### src/rtl/ddr100_wr_sched.sv
// ddr100_wr_sched: write-burst scheduler for the 100 MHz DDR PHY.
// Every accepted write start is pushed into a shift register. Each output is
// a registered OR over a fixed window of that history. Overlapping or
// back-to-back bursts therefore merge naturally, and no per-burst state
// machine is needed.
module ddr100_wr_sched #(
  parameter int DQ_WIDTH = 16,
  parameter int DM_WIDTH = 2,
  parameter int WL       = 5
) (
  input  logic                    clk100m,
  input  logic                    phy_rst,
  input  logic                    wr_start,
  output logic                    wd_rd,
  input  logic [2*DQ_WIDTH-1:0]   wd_data,
  input  logic [2*DM_WIDTH-1:0]   wd_mask,
  output logic [DQ_WIDTH-1:0]     wdata_p0,
  output logic [DQ_WIDTH-1:0]     wdata_p1,
  output logic [DM_WIDTH-1:0]     wdm_p0,
  output logic [DM_WIDTH-1:0]     wdm_p1,
  output logic                    dq_oe,
  output logic                    dqs_oe,
  output logic                    dqs_en,
  output logic                    busy,
  output logic                    wr_done,
  output logic                    err_tccd
);

  // History depth: bit i of hist_s is set at edge En when a burst started at E(n-i).
  localparam int DEPTH = WL + 5;

  // Start history. It only needs bits up to WL+3, because bit WL+4 is the
  // last tap and is consumed straight out of hist_s.
  logic [DEPTH-2:0] sr_r;
  logic [DEPTH-1:0] hist_s;

  logic acc_s;
  logic viol_s;
  logic rd_win_s;
  logic dat_win_s;
  logic dqs_win_s;
  logic busy_win_s;
  logic done_tap_s;

  logic                viol_r;
  logic                err_r;
  logic                wd_rd_r;
  logic [DQ_WIDTH-1:0] wdata_p0_r;
  logic [DQ_WIDTH-1:0] wdata_p1_r;
  logic [DM_WIDTH-1:0] wdm_p0_r;
  logic [DM_WIDTH-1:0] wdm_p1_r;
  logic                dq_oe_r;
  logic                dqs_oe_r;
  logic                dqs_en_r;
  logic                busy_r;
  logic                wr_done_r;

  // Accept or drop the start pulse (tCCD check), and form the output tap windows.
  always_comb begin
    viol_s     = wr_start & (|sr_r[2:0]);
    acc_s      = wr_start & ~(|sr_r[2:0]);
    hist_s     = {sr_r, acc_s};
    rd_win_s   = |hist_s[WL+1:WL-2];
    dat_win_s  = |hist_s[WL+3:WL];
    dqs_win_s  = |hist_s[WL+4:WL-1];
    busy_win_s = |hist_s[WL+4:1];
    done_tap_s = hist_s[WL+4];
  end

  // Shift the start history forward one cycle.
  always_ff @(posedge clk100m) begin
    if (phy_rst) begin
      sr_r <= '0;
    end else begin
      sr_r <= hist_s[DEPTH-2:0];
    end
  end

  // Register the control strobes from their tap windows.
  always_ff @(posedge clk100m) begin
    if (phy_rst) begin
      wd_rd_r   <= 1'b0;
      dq_oe_r   <= 1'b0;
      dqs_en_r  <= 1'b0;
      dqs_oe_r  <= 1'b0;
      busy_r    <= 1'b0;
      wr_done_r <= 1'b0;
    end else begin
      wd_rd_r   <= rd_win_s;
      dq_oe_r   <= dat_win_s;
      dqs_en_r  <= dat_win_s;
      dqs_oe_r  <= dqs_win_s;
      busy_r    <= busy_win_s;
      wr_done_r <= done_tap_s;
    end
  end

  // Capture buffer data into the beat registers during the data window. Otherwise hold idle values.
  always_ff @(posedge clk100m) begin
    if (phy_rst) begin
      wdata_p0_r <= '0;
      wdata_p1_r <= '0;
      wdm_p0_r   <= {DM_WIDTH{1'b1}};
      wdm_p1_r   <= {DM_WIDTH{1'b1}};
    end else if (dat_win_s) begin
      wdata_p0_r <= wd_data[DQ_WIDTH-1:0];
      wdata_p1_r <= wd_data[2*DQ_WIDTH-1:DQ_WIDTH];
      wdm_p0_r   <= wd_mask[DM_WIDTH-1:0];
      wdm_p1_r   <= wd_mask[2*DM_WIDTH-1:DM_WIDTH];
    end else begin
      wdata_p0_r <= '0;
      wdata_p1_r <= '0;
      wdm_p0_r   <= {DM_WIDTH{1'b1}};
      wdm_p1_r   <= {DM_WIDTH{1'b1}};
    end
  end

  // Sticky tCCD error. It appears one cycle after the dropped start is registered.
  always_ff @(posedge clk100m) begin
    if (phy_rst) begin
      viol_r <= 1'b0;
      err_r  <= 1'b0;
    end else begin
      viol_r <= viol_s;
      err_r  <= err_r | viol_r;
    end
  end

  assign wd_rd    = wd_rd_r;
  assign wdata_p0 = wdata_p0_r;
  assign wdata_p1 = wdata_p1_r;
  assign wdm_p0   = wdm_p0_r;
  assign wdm_p1   = wdm_p1_r;
  assign dq_oe    = dq_oe_r;
  assign dqs_oe   = dqs_oe_r;
  assign dqs_en   = dqs_en_r;
  assign busy     = busy_r;
  assign wr_done  = wr_done_r;
  assign err_tccd = err_r;

endmodule

### config.mk
export PLATFORM = sky130hd
export DESIGN_NAME = ddr100_wr_sched
export DESIGN_NICKNAME = d
export VERILOG_FILES = /design/src/rtl/ddr100_wr_sched.sv
export SDC_FILE = /design/constraint.sdc
export NUM_CORES = 1
export LEC_CHECK = 0
export ABC_AREA = 1
export CORE_AREA = 2 2 73 58
export CTS_BUF_LIST = sky130_fd_sc_hd__clkbuf_4
export DETAILED_ROUTE_END_ITERATION = 7
export DIE_AREA = 0 0 75 60
export PLACE_DENSITY = 0.84
export SETUP_SLACK_MARGIN = 0.2
export SYNTH_ARGS = -nofsm -noshare
export SYNTH_HDL_FRONTEND = slang
export SYNTH_SLANG_ARGS = --single-unit
### constraint.sdc
create_clock -name clk100m -period 1.9 [get_ports clk100m]
set_input_delay 0.38 -clock clk100m [delete_from_list [all_inputs] [get_ports clk100m]]
set_output_delay 0.38 -clock clk100m [all_outputs]
set_load 0.01 [all_outputs]
# Word-level counts from Yosys, hierarchy flattened
# Index checks and enable logic that the tools add are counted.
# word_totals
ff_bits	52
elab_cells	23
out_inout_bits	43
in_bits	39
# classes
reduce_logical	6
n_bitwise	5
# op_table
op	n
9-bit OR reduction	1
4-bit OR reduction	2
6-bit OR reduction	1
3-bit OR reduction	1
1-bit AND	2
1-bit NOT	2
2-bit OR reduction	1
1-bit bitwise OR	1

# Longest topological paths before layout
# logic_depth
depth_word	3
depth_mapped	5
depth_no_buf	5

# Least setup slack after synthesis
# No wires, ideal clock.
# synth_timing
path_type	reg2reg
startpoint	register sr_r[4]
endpoint	register wdata_p0_r[14] (netlist: wdata_p0[14])
path_buffers	1
setup_ns	0.111
slack_ns	0.972
path_stages_with_launch	6
t_required_ns	1.789
t_arrival_ns	0.818
synth_period_minus_slack_ns	0.928
path_cell_list	dfxtp_1 nor2_2 nand3_2 nand2_4 buf_12 nor2_1
# synth_via
elab_chain_len	3
# synth_rtl
item	line	text
start: declaration	34	logic [DEPTH-2:0] sr_r;
start signal: assignment	75	sr_r <= hist_s[DEPTH-2:0];
4-bit OR reduction	64	dat_win_s = |hist_s[WL+3:WL];
1-bit NOT (no line)	n/a	
2-bit OR reduction (no line)	n/a	
end signal: assignment	106	wdata_p0_r <= wd_data[DQ_WIDTH-1:0];
end: declaration	48	logic [DQ_WIDTH-1:0] wdata_p0_r;
# No other way between the ends.
# A chain may end at the register's enable or synchronous reset.

# Worst setup path in the final report
# layout_timing
startpoint	register err_r (netlist: err_tccd)
endpoint	output port err_tccd
# layout_lines
item	line	text
start: declaration	46	logic err_r;
start signal: assignment	125	err_r <= err_r | viol_r;
end: declaration	26	output logic err_tccd
# No word-level cell between the ends.

==> summary.md <==
| Metric | Value |
|---|---|
| Vias per std cell | `3.981` |
| RR Endpoint | `wdm_p0[1]` |
| Post-synth EDFFs | `0` |
| Via Count | `1,234` |
| Slew Viols, Final | `0` |
| Crit share post-route | `84.61%` |
| Crit end category | `output pin` |
| Post-route setup TNS | `0 ns` |
| Leakage | `1.143 nW` |
| Dpl cells | `302` |
| Vias in the first global route | `1,084` |
| WL/cell | `9.561 µm` |
| Layout Nets | `293` |
| Fill count | `333` |
| Area Overhead vs Synth | `58.32%` |
| Syn Nets | `209` |
| Die area | `4500 µm²` |
| Clock transition at path regs | `0.13 ns` |
| Slowest stage cell on the critical path | `clkdlybuf4s50_1` |
| Setup bufs post-CTS | `0` |
| Total CTS buffers | `5` |
| Fin worst setup slack | `0.2925 ns` |
| Synth cell types | `16` |
| Status | `finished, final reports clean` |
| Slowest Stage Delay on Critical Path | `0.54 ns` |
| Ys Warns | `0` |
| Final setup violation count | `0` |
| Final hold violation count | `0` |
| Final Wtd Congestion | `0.6915` |
| Post-synth top cells | `dfxtp_1, inv_1, nor2_1` |
| Flops & latches, synth | `52` |
| Critical Path Source Type | `register` |
| Ports | `82` |
| CTS Root Cell | `clkbuf_4` |
| WP buf/inv | `1` |
| H-tree Lvls | `2` |
| Ranking of synthesized cells by area | `dfxtp_1, inv_1, nor2_1` |
| Worst R2R Setup Slack | `0.70 ns` |
| Worst-Margin Slew | `0.3887 ns` |
| Initial DRC count | `37` |
| Non-filler instance count after layout | `310` |
| DRT Pass-1 Iters | `4` |
| Ant. Diodes | `0` |
| Synthesized netlist cell count | `170` |
| Hold WC Path Type | `reg2reg` |
| Origin of the worst setup path | `err_tccd` |
| CP Cell Sequence | `clkdlybuf4s50_1` |
| Crit Path Max Fanout | `2` |
| F_max | `622.1 MHz` |
| Cells on worst reg2reg path | `5` |
| CP required | `1.52 ns` |
| Die width | `75 µm` |
| Total Power | `1.840 mW` |
| Detailed Route WL | `2.964 mm` |
| Critical path depth | `1` |
| RSZ-0062 raised after global routing | `no` |
| CP delay by family, top | `buffers and inverters` |
| Critical path arrival | `1.23 ns` |
| Yosys top cell by area | `dfxtp_1` |
| FF-to-FF Start | `sr_r[4]` |
| Final ANT Viol Nets | `0` |
| Post-synthesis average cell area | `9.200 µm²` |
| DRC viols | `0` |
| Post-Route Skew | `0.007048 ns` |
| GRT overflow | `0` |
| Maximum VDD drop | `0.0005207 V` |
| CTS-repair resized insts | `0` |
| Share of cells above drive strength 1 | `7.843%` |
| Slew margin rel. | `74.06%` |
| Max Cap Viol | `0` |
| FFs w/ async S/R, synth | `0%` |
| CP Capture Point | `err_tccd` |
| Placed wire-length estimate | `2.340 mm` |
| Synth Flop Type | `dfxtp_1` |
| Initial core utilization | `40.85%` |
| Die height | `60 µm` |
| Clk_lat worst skew | `0.34 ns` |
| Max clock buf depth | `2` |
| Min cycle time layout | `1.608 ns` |
| Pre-CTS setup slack | `0.3431 ns` |
| IO buf count | `81` |
| FP Rows | `20` |
| Fin util | `64.67%` |
| Antenna violations before repair | `0` |
| TritonCTS clock tree | `built` |
| GRT Util Overall | `13.60%` |
| Synth top area share | `66.56%` |
| Most frequent cell after synthesis | `dfxtp_1` |
| CTS Sinks | `52` |
| Pwr/cell area | `743.2 nW/µm²` |
| First-pass GRT wire length | `4.485 mm` |
| Class of the most critical setup path | `reg2out` |
| Mapped cell area | `1564 µm²` |
| Largest net degree at the start of global routing | `34` |
| Core area | `3829 µm²` |
| Post-synthesis sequential area ratio | `66.56%` |
| Hold Buf Count CTS | `0` |
[cell type report]
type | instances | area, µm² | area share [%]
clock buffer | 6 | 45.04 | 1.819
clock inverter | 2 | 35.03 | 1.415
inverter | 48 | 180.2 | 7.276
multi-input combinational | 65 | 287.8 | 11.62
sequential | 52 | 1041 | 42.04
tap | 55 | 68.82 | 2.779
timing repair buffer | 82 | 818.3 | 33.05
[per-stage QoR]
step / hold slack [ns] / area (µm²)
5_1_grt: 0.4594 / 2476
3_5_place_dp: 0.4151 / 2396
2_1_floorplan: 0.3975 / 1564
6_report: 0.4336 / 2476
3_3_place_gp: 0.4169 / 2396
4_1_cts: 0.4341 / 2476
[worst min path at each step]
| stage | cells past startpoint | from | endpoint | slack, ns |
|---|---|---|---|---|
| 6_report | 1 | sr_r[2] | sr_r[0] | 0.43 |
| 5_1_grt | 1 | sr_r[2] | sr_r[0] | 0.46 |
| 4_1_cts | 1 | sr_r[2] | sr_r[0] | 0.43 |
| 3_5_place_dp | 1 | sr_r[2] | sr_r[0] | 0.42 |
| 3_3_place_gp | 1 | sr_r[2] | sr_r[0] | 0.42 |
| 2_1_floorplan | 1 | sr_r[2] | sr_r[0] | 0.40 |
[where the power goes]
part           leakage, nW  switching [mW]  internal [mW]
Sequential           0.420         0.00488           1.10
Clock               0.0456           0.303          0.291
Combinational        0.677          0.0444         0.0944
Total                 1.14           0.352           1.49
[worst reg2reg max path, cell delays in order (launching register included)]
cell and delay, ns:
dfxtp_1 0.35, nor2_2 0.17, nand3_2 0.11, nand2_4 0.31
inv_2 0.12, nand2_1 0.08
[state kept, by name, indices dropped and copies added (netlist names)]
name	count
dqs_en	1
busy	1
wd_rd	1
viol_r	1
wdata_p0	16
wdm_p0	2
sr_r	9
wdata_p1	16
err_tccd	1
dqs_oe	1
wdm_p1	2
wr_done	1
[cell families (layout without fill, tap and decap cells)]
logic type,after synthesis,in the layout,share of synthesized area [%]
AND/OR/NAND/NOR,63,63,17.68
buffers and inverters,53,138,15.04
flip-flops,52,52,66.56
AO/OA/AOI/OAI,2,2,0.7199
[placed cells by master, fill, tap and decap left out]
cell | Yosys | routed
nand2_1 | 6 | 6
clkinv_2 | 0 | 1
inv_1 | 47 | 47
nor2_2 | 8 | 8
nand2_4 | 1 | 1
nand3_1 | 3 | 3
nor2_1 | 43 | 43
nand3_2 | 1 | 1
clkdlybuf4s50_1 | 0 | 81
buf_4 | 1 | 1
dfxtp_1 | 52 | 52
inv_2 | 1 | 1
a31oi_1 | 1 | 1
bufinv_16 | 0 | 1
clkbuf_4 | 0 | 6
a21oi_1 | 1 | 1
nor4_1 | 1 | 1
[per-layer routing]
layer | GRT usage, % | up-vias | share of wire (%)
met4 | 4.592 | 0 | 0.51
met5 | 0 | - | 0
li1 | - | 637 | -
met1 | 13.23 | 543 | 38
met2 | 25.06 | 52 | 50
met3 | 6.577 | 2 | 11
(Power assumes the default switching activity.)
